### src/rtl/cpu_ctrl_pkg.sv
// Shared CPU control package: FSM state encoding, default syscall service
// codes and a saturating-increment helper for the performance counters.
package cpu_ctrl_pkg;

  // Hold-controller states.
  typedef enum logic [1:0] {
    RUN  = 2'd0,
    HALT = 2'd1,
    DONE = 2'd2
  } state_t;

  // Syscall service code that never halts the CPU.
  localparam logic [31:0] DEF_PASS_CODE = 32'h0000_0022;
  // Syscall service code that terminates the program.
  localparam logic [31:0] DEF_EXIT_CODE = 32'h0000_000A;
  // Default depth of the Go synchronizer.
  localparam int DEF_SYNC_STAGES = 2;

  // Increment that sticks at all-ones instead of wrapping.
  function automatic logic [31:0] sat_inc(input logic [31:0] v);
    return (v == 32'hFFFF_FFFF) ? v : v + 32'd1;
  endfunction

endpackage

### src/rtl/go_edge_sync.sv
// Go pushbutton synchronizer and rising-edge detector.
// Go passes through SYNC_STAGES flops; Go_rise pulses for one cycle when the
// synchronized level goes 0->1. A press that is already held when reset is
// released does not count: the detector only arms after it has observed a
// genuine low level once the synchronizer has refilled with post-reset samples.
module go_edge_sync #(
  parameter int SYNC_STAGES = 2
) (
  input  logic clk,
  input  logic rst_n,
  input  logic Go,
  output logic Go_rise
);

  logic [SYNC_STAGES-1:0] r_sync;
  logic [SYNC_STAGES-1:0] r_fill;
  logic                   r_dly;
  logic                   r_armed;
  logic                   w_sync;

  assign w_sync = r_sync[SYNC_STAGES-1];

  // Synchronizer chain; Go is asynchronous to clk.
  always_ff @(posedge clk or negedge rst_n) begin
    if (!rst_n) begin
      r_sync <= '0;
    end else begin
      r_sync <= {r_sync[SYNC_STAGES-2:0], Go};
    end
  end

  // Tracks when every synchronizer stage holds a sample taken after reset.
  always_ff @(posedge clk or negedge rst_n) begin
    if (!rst_n) begin
      r_fill <= '0;
    end else begin
      r_fill <= {r_fill[SYNC_STAGES-2:0], 1'b1};
    end
  end

  // One-cycle delayed copy of the synchronized level for edge detection.
  always_ff @(posedge clk or negedge rst_n) begin
    if (!rst_n) begin
      r_dly <= 1'b0;
    end else begin
      r_dly <= w_sync;
    end
  end

  // Arm once a real post-reset low level has been seen at the chain output.
  always_ff @(posedge clk or negedge rst_n) begin
    if (!rst_n) begin
      r_armed <= 1'b0;
    end else if (r_fill[SYNC_STAGES-1] && !w_sync) begin
      r_armed <= 1'b1;
    end
  end

  assign Go_rise = w_sync & ~r_dly & r_armed;

endmodule

### src/rtl/pc_hold_ctrl.sv
// PC hold controller: stalls the PC on load-use conflicts, halts on non-pass
// syscalls until a Go press, and stops permanently on the exit syscall.
// Optional performance counters are built only when PC_HOLD_PERF_CNT_EN is
// defined; otherwise the counter outputs are constant zero.
module pc_hold_ctrl
  import cpu_ctrl_pkg::*;
#(
  parameter logic [31:0] PASS_CODE   = DEF_PASS_CODE,
  parameter logic [31:0] EXIT_CODE   = DEF_EXIT_CODE,
  parameter int          SYNC_STAGES = DEF_SYNC_STAGES
) (
  input  logic        clk,
  input  logic        rst_n,
  input  logic        Syscall,
  input  logic [31:0] R1_out,
  input  logic        Go,
  input  logic        Conflict,
  output logic        PC_en,
  output logic        Flush,
  output logic        Halted,
  output logic        Done,
  output logic [31:0] Cycle_cnt,
  output logic [31:0] Stall_cnt,
  output logic [31:0] Halt_cnt
);

  state_t r_state;
  logic   w_go_rise;
  logic   w_stop_req;
  logic   w_is_exit;
  logic   w_pc_en;
  logic   w_flush;

  go_edge_sync #(
    .SYNC_STAGES(SYNC_STAGES)
  ) u_go_edge_sync (
    .clk    (clk),
    .rst_n  (rst_n),
    .Go     (Go),
    .Go_rise(w_go_rise)
  );

  // A syscall that is not the pass code stops the PC (halt or exit).
  assign w_stop_req = Syscall & (R1_out != PASS_CODE);
  assign w_is_exit  = (R1_out == EXIT_CODE);

  // Zero-latency PC enable and bubble insertion from state and inputs.
  always_comb begin
    w_pc_en = 1'b0;
    w_flush = 1'b0;
    case (r_state)
      RUN: begin
        w_pc_en = ~Conflict & ~w_stop_req;
        w_flush = Conflict;
      end
      HALT: begin
        w_pc_en = w_go_rise;
      end
      default: begin
        w_pc_en = 1'b0;
        w_flush = 1'b0;
      end
    endcase
  end

  // Outputs are held low for the whole time reset is asserted.
  assign PC_en = rst_n & w_pc_en;
  assign Flush = rst_n & w_flush;

  // Control FSM; a conflict freezes the state even when a syscall is present.
  always_ff @(posedge clk or negedge rst_n) begin
    if (!rst_n) begin
      r_state <= RUN;
    end else begin
      case (r_state)
        RUN: begin
          if (!Conflict && w_stop_req) begin
            r_state <= w_is_exit ? DONE : HALT;
          end
        end
        HALT: begin
          if (w_go_rise) begin
            r_state <= RUN;
          end
        end
        DONE: begin
          r_state <= DONE;
        end
        default: begin
          r_state <= RUN;
        end
      endcase
    end
  end

  assign Halted = (r_state == HALT);
  assign Done   = (r_state == DONE);

`ifdef PC_HOLD_PERF_CNT_EN
  logic [31:0] r_cycle_cnt;
  logic [31:0] r_stall_cnt;
  logic [31:0] r_halt_cnt;
  logic        w_enter_halt;

  assign w_enter_halt = (r_state == RUN) & ~Conflict & w_stop_req & ~w_is_exit;

  // Active-cycle counter; frozen once the program has exited.
  always_ff @(posedge clk or negedge rst_n) begin
    if (!rst_n) begin
      r_cycle_cnt <= '0;
    end else if (r_state != DONE) begin
      r_cycle_cnt <= sat_inc(r_cycle_cnt);
    end
  end

  // Load-use stall counter.
  always_ff @(posedge clk or negedge rst_n) begin
    if (!rst_n) begin
      r_stall_cnt <= '0;
    end else if ((r_state == RUN) && Conflict) begin
      r_stall_cnt <= sat_inc(r_stall_cnt);
    end
  end

  // Counts entries into HALT.
  always_ff @(posedge clk or negedge rst_n) begin
    if (!rst_n) begin
      r_halt_cnt <= '0;
    end else if (w_enter_halt) begin
      r_halt_cnt <= sat_inc(r_halt_cnt);
    end
  end

  assign Cycle_cnt = r_cycle_cnt;
  assign Stall_cnt = r_stall_cnt;
  assign Halt_cnt  = r_halt_cnt;
`else
  assign Cycle_cnt = '0;
  assign Stall_cnt = '0;
  assign Halt_cnt  = '0;
`endif

endmodule

### config.mk
export PLATFORM = sky130hd
export DESIGN_NAME = pc_hold_ctrl
export DESIGN_NICKNAME = d
export VERILOG_FILES = /design/src/rtl/cpu_ctrl_pkg.sv /design/src/rtl/go_edge_sync.sv /design/src/rtl/pc_hold_ctrl.sv
export SDC_FILE = /design/constraint.sdc
export NUM_CORES = 1
export LEC_CHECK = 0
export BUFFER_PORTS_ARGS = -buffer_cell sky130_fd_sc_hd__clkbuf_2
export CAP_MARGIN = 20
export CORE_MARGIN = 5
export CORE_UTILIZATION = 30
export CTS_CLUSTER_SIZE = 20
export DETAILED_ROUTE_END_ITERATION = 16
export GPL_TIMING_DRIVEN = 0
export PLACE_DENSITY = 0.76
export RECOVER_POWER = 50
export SETUP_SLACK_MARGIN = 0.05
export SKIP_CTS_REPAIR_TIMING = 1
export SLEW_MARGIN = 40
export SYNTH_ARGS = -nofsm -noshare
export SYNTH_HDL_FRONTEND = slang
export SYNTH_HIERARCHICAL = 1
export SYNTH_SLANG_ARGS = --single-unit
### constraint.sdc
create_clock -name clk -period 1.3 [get_ports clk]
set_input_delay 0.325 -clock clk [delete_from_list [all_inputs] [get_ports clk]]
set_output_delay 0.325 -clock clk [all_outputs]
set_load 0.005 [all_outputs]
==> summary.txt, run 1 <==
Run status
  • Outcome: finished, violations left
  • Failing checks: setup timing

Yosys
  • Synthesized area: 0.00113 mm2
  • YS warnings: 6
  • Synth top cells by count: buf_4 (96), dfrtp_1 (8), nor4_1 (6), nor2_1 (4), nor2b_1 (4)
  • Library cells used by synthesis: 21
  • Yosys top cell area share: 63.8%
  • Number of flops mapped to enable cells by yosys: 0
  • FFs w/ async S/R, synth: 100%
  • Seq/Total Area, Yosys: 17.7%
  • Post-Syn Area per Cell: 8.25 um2
  • Top cells by area, synth: buf_4 (64%), dfrtp_1 (18%), nor4_1 (3.3%)
  • Yosys top cell by area: buf_4
  • Post-synth top flop: dfrtp_1
  • Synthesized flop and latch total: 8
  • Most common cell in the netlist: buf_4
  • Post-synthesis cell count: 137

Place
  • Pre-CTS setup slack: -330 ps
  • IO buf count: 40
  • Dpl hpwl: 2.52 mm
  • Placer Congestion: 0.680

Detailed routing
  • ANT nets after route: 0
  • Wire length per cell: 8.18 um
  • Initial DRC Count: 4
  • Vias/cell: 3.00
  • DRT Pass-1 Iters: 2
  • Drc violations: 0
  • Wirelength, routed: 2.68 mm
  • Vias after detailed routing: 983

CTS
  • Clock Path Buffers: 2
  • Worst-path clk slew: 40 ps
  • Number of CTS-inserted buffers: 3
  • H-tree depth: 1
  • Clock root buffer: clkbuf_8
  • CTS tree: built
  • Clk Latency, worst-skew pair: 230 ps
  • CTS Sinks: 8

Pwr
  • Sw Share: 27.8%
  • Pwr Total: 1.04 mW
  • Leak Pwr: 1.23 nW
  • Comb power frac: 44.5%
  • Register share of total power: 27.4%
  • Int Pwr: 750 uW
  • Clock share of power: 28.1%
  • Sw Pwr: 289 uW
  • Pwr per Cell Area: 540 mW/mm2
  • VDD IR-drop max: 0.000672 V

Worst setup path
  • Critical path startpoint category: register
  • CP Launch Point: r_state[1]
  • CP Capture Type: output pin
  • Reg-to-reg startpoint: r_state[0]
  • Worst path required time: 980 ps
  • Setup CP Type: register to output pin
  • CP max FO: 3
  • WP data arrival: 1300 ps

Die
  • Die X: 71.4 um
  • I/O pin count: 137
  • Core Area: 0.00366 mm2
  • # rows: 22
  • Initial core utilization: 30.9%
  • DIE HEIGHT: 71.4 um
  • Die area: 0.00509 mm2

Finish
  • Diodes inserted: 0
  • Share of cells above drive strength 1: 55.4%
  • Synth-to-Final Area Change: 70.2%
  • Fin util: 52.5%
  • Nets: 319

Timing
  • Final worst path period share: 125%
  • FMAX: 0.614 GHz
  • Final max-slew violation count: 0
  • Final setup viols: 3
  • Clock Skew: 1.51 ps
  • Fin Setup TNS: -553 ps
  • Final hold viol count: 0
  • RSZ-0062 raised after global routing: true
  • Final WS setup: -329 ps
  • Min cycle time layout: 1630 ps

Worst hold path
  • Worst min path class: input port to register
  • Hold_sp: Go

Job
  • Max-Cap Viols: 0

Global route
  • Total grt overflow: 0
  • Largest net degree at the start of global routing: 10
  • All-Layer GR Usage: 9.78%
  • Antenna violations before repair: 0
  • Number of global-route vias before repair: 934
  • Global-route wire length before repair: 4.02 mm
==> worst max-delay path, cell delays in order (launching register included) <==
cell	delay [ps]
dfrtp_1	390
nand2b_4	160
nor4bb_4	290
a2bb2o_4	150
buf_6	90
==> final timing paths <==
check	endpoint	slack, ps	cells past startpoint
max	PC_en	-330	4
min in group asynchronous	r_state[1]	630	2
max reg2reg	r_state[0]	270	4
max in group asynchronous	r_state[0]	400	2
min	u_go_edge_sync/r_sync[0]	210	1
min reg2reg	u_go_edge_sync/r_fill[1]	350	0
==> power groups by stage <==
stage                     logic [mW]  registers [mW]  clock network (mW)
after floorplan                0.330           0.279                   0
after global placement         0.418           0.282                   0
after detailed placement       0.420           0.283                   0
after CTS                      0.421           0.280               0.302
after global routing           0.519           0.287               0.315
final                          0.463           0.284               0.292
==> layer usage <==
metal,track usage (%),share of wire (%),vias to the layer above
li1,-,-,538
met1,10.6,31,372
met2,17.4,53,69
met3,2.81,14,4
met4,4.38,1.4,0
met5,0,0,-
==> area by class of cell <==
class | count | area, um2
clock buffers | 3 | 41.3
fillers | 357 | 1740
repair buffers | 45 | 249
well taps | 48 | 60.1
flip-flops and latches | 8 | 201
plain buffers | 96 | 721
multi-input cells | 127 | 647
inverters | 1 | 3.75
==> logic make-up (layout without fill, tap and decap cells) <==
| group | count (synthesis) | in the layout | share of synthesized area, % |
|---|---|---|---|
| xor+xnor | 1 | 1 | 0.775 |
| buf+inv | 97 | 145 | 64.1 |
| flops | 8 | 8 | 17.7 |
| other cells | 2 | 97 | 0.665 |
| compound gates | 6 | 6 | 3.99 |
| simple gates | 23 | 23 | 12.7 |
==> through the flow <==
| stage | area, um2 | cells | hold slack [ps] |
|---|---|---|---|
| after CTS | 1850 | 323 | -44.5 |
| final | 1920 | 328 | 207 |
| after global placement | 1810 | 320 | 196 |
| after floorplan | 1550 | 232 | 29.4 |
| after global routing | 1920 | 328 | 204 |
| after detailed placement | 1810 | 320 | 197 |
==> sequential cells by signal, summed over array words and instances, names as in the netlist <==
register	count
r_state	2
u_go_edge_sync/r_sync	2
u_go_edge_sync/r_armed	1
u_go_edge_sync/r_fill	2
u_go_edge_sync/r_dly	1
==> layout by cell type, fill, tap and decap left out, types with 2 or more instances in the layout <==
cell	count
nand4_1	2
buf_6	2
conb_1	97
nor4_1	2
a21oi_1	2
clkbuf_8	3
nor4_4	2
nor2_1	3
clkbuf_2	37
nor2_2	2
nor4_2	2
dfrtp_1	7
nor2b_1	3
buf_4	99
(Power assumes the default switching activity.)
==> run 2: changes to the inputs <==
--- a/config.mk
+++ b/config.mk
@@ -5,14 +5,15 @@
 export SDC_FILE = /design/constraint.sdc
 export NUM_CORES = 1
 export LEC_CHECK = 0
+export ABC_AREA = 1
 export BUFFER_PORTS_ARGS = -buffer_cell sky130_fd_sc_hd__clkbuf_2
 export CAP_MARGIN = 20
 export CORE_MARGIN = 5
-export CORE_UTILIZATION = 30
+export CORE_UTILIZATION = 31
 export CTS_CLUSTER_SIZE = 20
 export DETAILED_ROUTE_END_ITERATION = 16
 export GPL_TIMING_DRIVEN = 0
-export PLACE_DENSITY = 0.76
+export PLACE_DENSITY = 0.75
 export RECOVER_POWER = 50
 export SETUP_SLACK_MARGIN = 0.05
 export SKIP_CTS_REPAIR_TIMING = 1
==> run 2 against run 1 <==
  * The run still ends with setup timing left
  * Core utilization is 3.1 points lower
  * Area after synthesis grew 10%
  * Via count rose by 15%
  * First-iteration DRC count increased by 130%
  * Critical endpoint unchanged
  * Highest routed layer unchanged
==> summary.txt, run 2 <==
Finish
  • Fin util: 49.4% (was 52.5%)
  • Nets: 362 (was 319)
  • Commonest cells after routing, fill and taps aside: conb_1 (97), buf_4 (96), clkbuf_2 (37), nand2_1 (23), nor2_1 (22) (was buf_4 (99), conb_1 (97), clkbuf_2 (37), dfrtp_1 (7))
  • Commonest non-fill, non-tap cell in the layout: conb_1 (was buf_4)
  • Synth-to-Final Area Change: 56.2% (was 70.2%)
  • FF/Latch Area: 200 um2 (was 201 um2)
  • Number of fill cells: 397 (was 357)
  • Share of cells above drive strength 1: 47.7% (was 55.4%)
  • Diodes inserted: 0 (unchanged)
  • Area of the multi-input gates: 639 um2 (was 647 um2)
  • Largest regs: r_state (2), u_go_edge_sync/r_fill (2), u_go_edge_sync/r_sync (2) (unchanged)

Yosys
  • Yosys top cell by area: buf_4 (unchanged)
  • Number of flops mapped to enable cells by yosys: 0 (unchanged)
  • Yosys top cell area share: 57.8% (was 63.8%)
  • Synthesized flop and latch total: 8 (unchanged)
  • FFs w/ async S/R, synth: 100% (unchanged)
  • Post-Syn Area per Cell: 6.82 um2 (was 8.25 um2)
  • Post-synthesis cell count: 183 (was 137)
  • YS warnings: 6 (unchanged)
  • Seq/Total Area, Yosys: 16.0% (was 17.7%)
  • Synth top cells by count: buf_4 (96), nor2_1 (25), nand2_1 (24), inv_1 (16), dfrtp_1 (8) (was buf_4 (96), dfrtp_1 (8), nor4_1 (6), nor2_1 (4), nor2b_1 (4))
  • Post-synth top flop: dfrtp_1 (unchanged)
  • Synthesized area: 0.00125 mm2 (was 0.00113 mm2)
  • Most common cell in the netlist: buf_4 (unchanged)
  • Top cells by area, synth: buf_4 (58%), dfrtp_1 (16%), nor2_1 (7.5%) (was buf_4 (64%), dfrtp_1 (18%), nor4_1 (3.3%))
  • Library cells used by synthesis: 14 (was 21)

Die
  • Core Area: 0.00394 mm2 (was 0.00366 mm2)
  • # rows: 23 (was 22)
  • Die X: 73.4 um (was 71.4 um)
  • Die area: 0.00539 mm2 (was 0.00509 mm2)
  • Initial core utilization: 31.6% (was 30.9%)
  • DIE HEIGHT: 73.4 um (was 71.4 um)
  • I/O pin count: 137 (unchanged)

CTS
  • H-tree depth: 1 (unchanged)
  • CTS tree: built (unchanged)
  • Clk Latency, worst-skew pair: 220 ps (was 230 ps)
  • Worst-path clk slew: 40 ps (about the same)
  • Clock root buffer: clkbuf_8 (unchanged)
  • Clock Path Buffers: 2 (unchanged)
  • CTS Sinks: 8 (unchanged)
  • Number of CTS-inserted buffers: 3 (unchanged)

Global route
  • Total grt overflow: 0 (unchanged)
  • Number of global-route vias before repair: 929 (was 934)
  • Antenna violations before repair: 0 (unchanged)
  • All-Layer GR Usage: 8.13% (was 9.78%)
  • Largest net degree at the start of global routing: 10 (unchanged)
  • Global-route wire length before repair: 3.64 mm (was 4.02 mm)

Worst setup path
  • Worst path required time: 980 ps (about the same)
  • CP max FO: 2 (was 3)
  • Critical path startpoint category: input port (was register)
  • R2R depth: 6 (was 4)
  • Setup CP Type: input port to output pin (was register to output pin)
  • CP Capture Type: output pin (unchanged)
  • WP data arrival: 1260 ps (was 1300 ps)

Timing
  • Final max-slew violation count: 0 (unchanged)
  • FMAX: 0.631 GHz (was 0.614 GHz)
  • Final worst path period share: 122% (was 125%)
  • Final setup viols: 2 (was 3)
  • Clock Skew: 1.35 ps (was 1.51 ps)
  • Final WS setup: -286 ps (was -329 ps)
  • RSZ-0062 raised after global routing: true (unchanged)
  • Final hold viol count: 0 (unchanged)
  • Min cycle time layout: 1590 ps (was 1630 ps)

Job
  • Max-Cap Viols: 0 (unchanged)

Detailed routing
  • ANT nets after route: 0 (unchanged)
  • Initial DRC Count: 9 (was 4)
  • Wirelength, routed: 2.57 mm (was 2.68 mm)
  • Wire length per cell: 6.90 um (was 8.18 um)
  • DRT Pass-1 Iters: 4 (was 2)
  • Vias/cell: 3.02 (was 3.00)
  • Drc violations: 0 (unchanged)
  • Vias after detailed routing: 1128 (was 983)

Place
  • IO buf count: 40 (unchanged)
  • Placer Congestion: 0.701 (was 0.680)
  • Dpl hpwl: 2.49 mm (was 2.52 mm)
  • Pre-CTS setup slack: -307 ps (was -330 ps)

Run status
  • Failing checks: setup timing (unchanged)
  • Outcome: finished, violations left (unchanged)

Pwr
  • Leak Pwr: 1.32 nW (was 1.23 nW)
  • VDD IR-drop max: 0.000483 V (was 0.000672 V)
  • Pwr per Cell Area: 602 mW/mm2 (was 540 mW/mm2)

Worst hold path
  • Worst min path class: input port to register (unchanged)
  • Worst hold path cell count: 1 (unchanged)
## run 2: cell count changes in the layout (fill, tap and decap cells not counted), moves of 3 or more
cell | before | now
inv_1 | 1 | 14
buf_4 | 99 | 96
nand2_1 | 1 | 23
nor2_1 | 3 | 22
nor2_2 | 2 | 6
inv_2 | 0 | 3
nor2b_1 | 3 | 0
## run 2: cell type report
class	instances	share of cell area (%)
clock buffer	3	2.12
multi-input combinational	157	32.8
tap	50	3.21
buffer	96	37.0
timing repair buffer	42	11.3
sequential	8	10.3
inverter	17	3.28
## run 2: worst paths after layout
path	startpoint	endpoint	slack, ps
worst min register to register	u_go_edge_sync/r_fill[0]	u_go_edge_sync/r_fill[1]	350
worst max register to register	r_state[1]	r_state[0]	200
max in group asynchronous	rst_n	u_go_edge_sync/r_dly	460
worst max-delay path	R1_out[13]	PC_en	-290
worst min-delay path	Go	u_go_edge_sync/r_sync[0]	210
min in group asynchronous	rst_n	u_go_edge_sync/r_sync[0]	580
## run 2: critical path, cell delays in order
cell and delay [ps]:
clkbuf_2 80, nor2_1 100, nand2_1 70, nor2_2 130
nand2_2 80, o21ai_2 180, nand2_1 90, a21oi_2 110
buf_2 120
## run 2: through the flow
| stage | hold WS (ps) | setup TNS [ps] | instance area (um2) | instances | total power, mW |
|---|---|---|---|---|---|
| 2_1_floorplan | 29.4 | 0 | 1600 | 278 | 0.698 |
| 3_3_place_gp | 179 | -301 | 1870 | 368 | 0.798 |
| 3_5_place_dp | 184 | -307 | 1870 | 368 | 0.807 |
| 4_1_cts | -53.5 | -531 | 1910 | 371 | 1.10 |
| 5_1_grt | 201 | -772 | 1950 | 373 | 1.28 |
| 6_report | 208 | -457 | 1950 | 373 | 1.17 |
## run 2: metal layers
| layer | wire, um | global-route usage [%] |
|---|---|---|
| met1 | 726 | 8.02 |
| met5 | 0 | 0 |
| met3 | 460 | 2.46 |
| met4 | 10 | 1.61 |
| met2 | 1380 | 16.4 |
## run 2: logic make-up after synthesis
| family | count (synthesis) | share of synthesized area, % |
|---|---|---|
| other | 2 | 0.602 |
| flip-flops | 8 | 16.0 |
| AO/OA/AOI/OAI | 3 | 1.81 |
| buffers and inverters | 113 | 62.9 |
| AND/OR/NAND/NOR | 57 | 18.7 |
## run 2: power breakdown
part / switching, mW / leakage, nW / internal, mW
sequential: 0.0230 / 0.0931 / 0.274
clock: 0.0823 / 0.0216 / 0.199
combinational: 0.264 / 1.20 / 0.331
total: 0.369 / 1.32 / 0.804
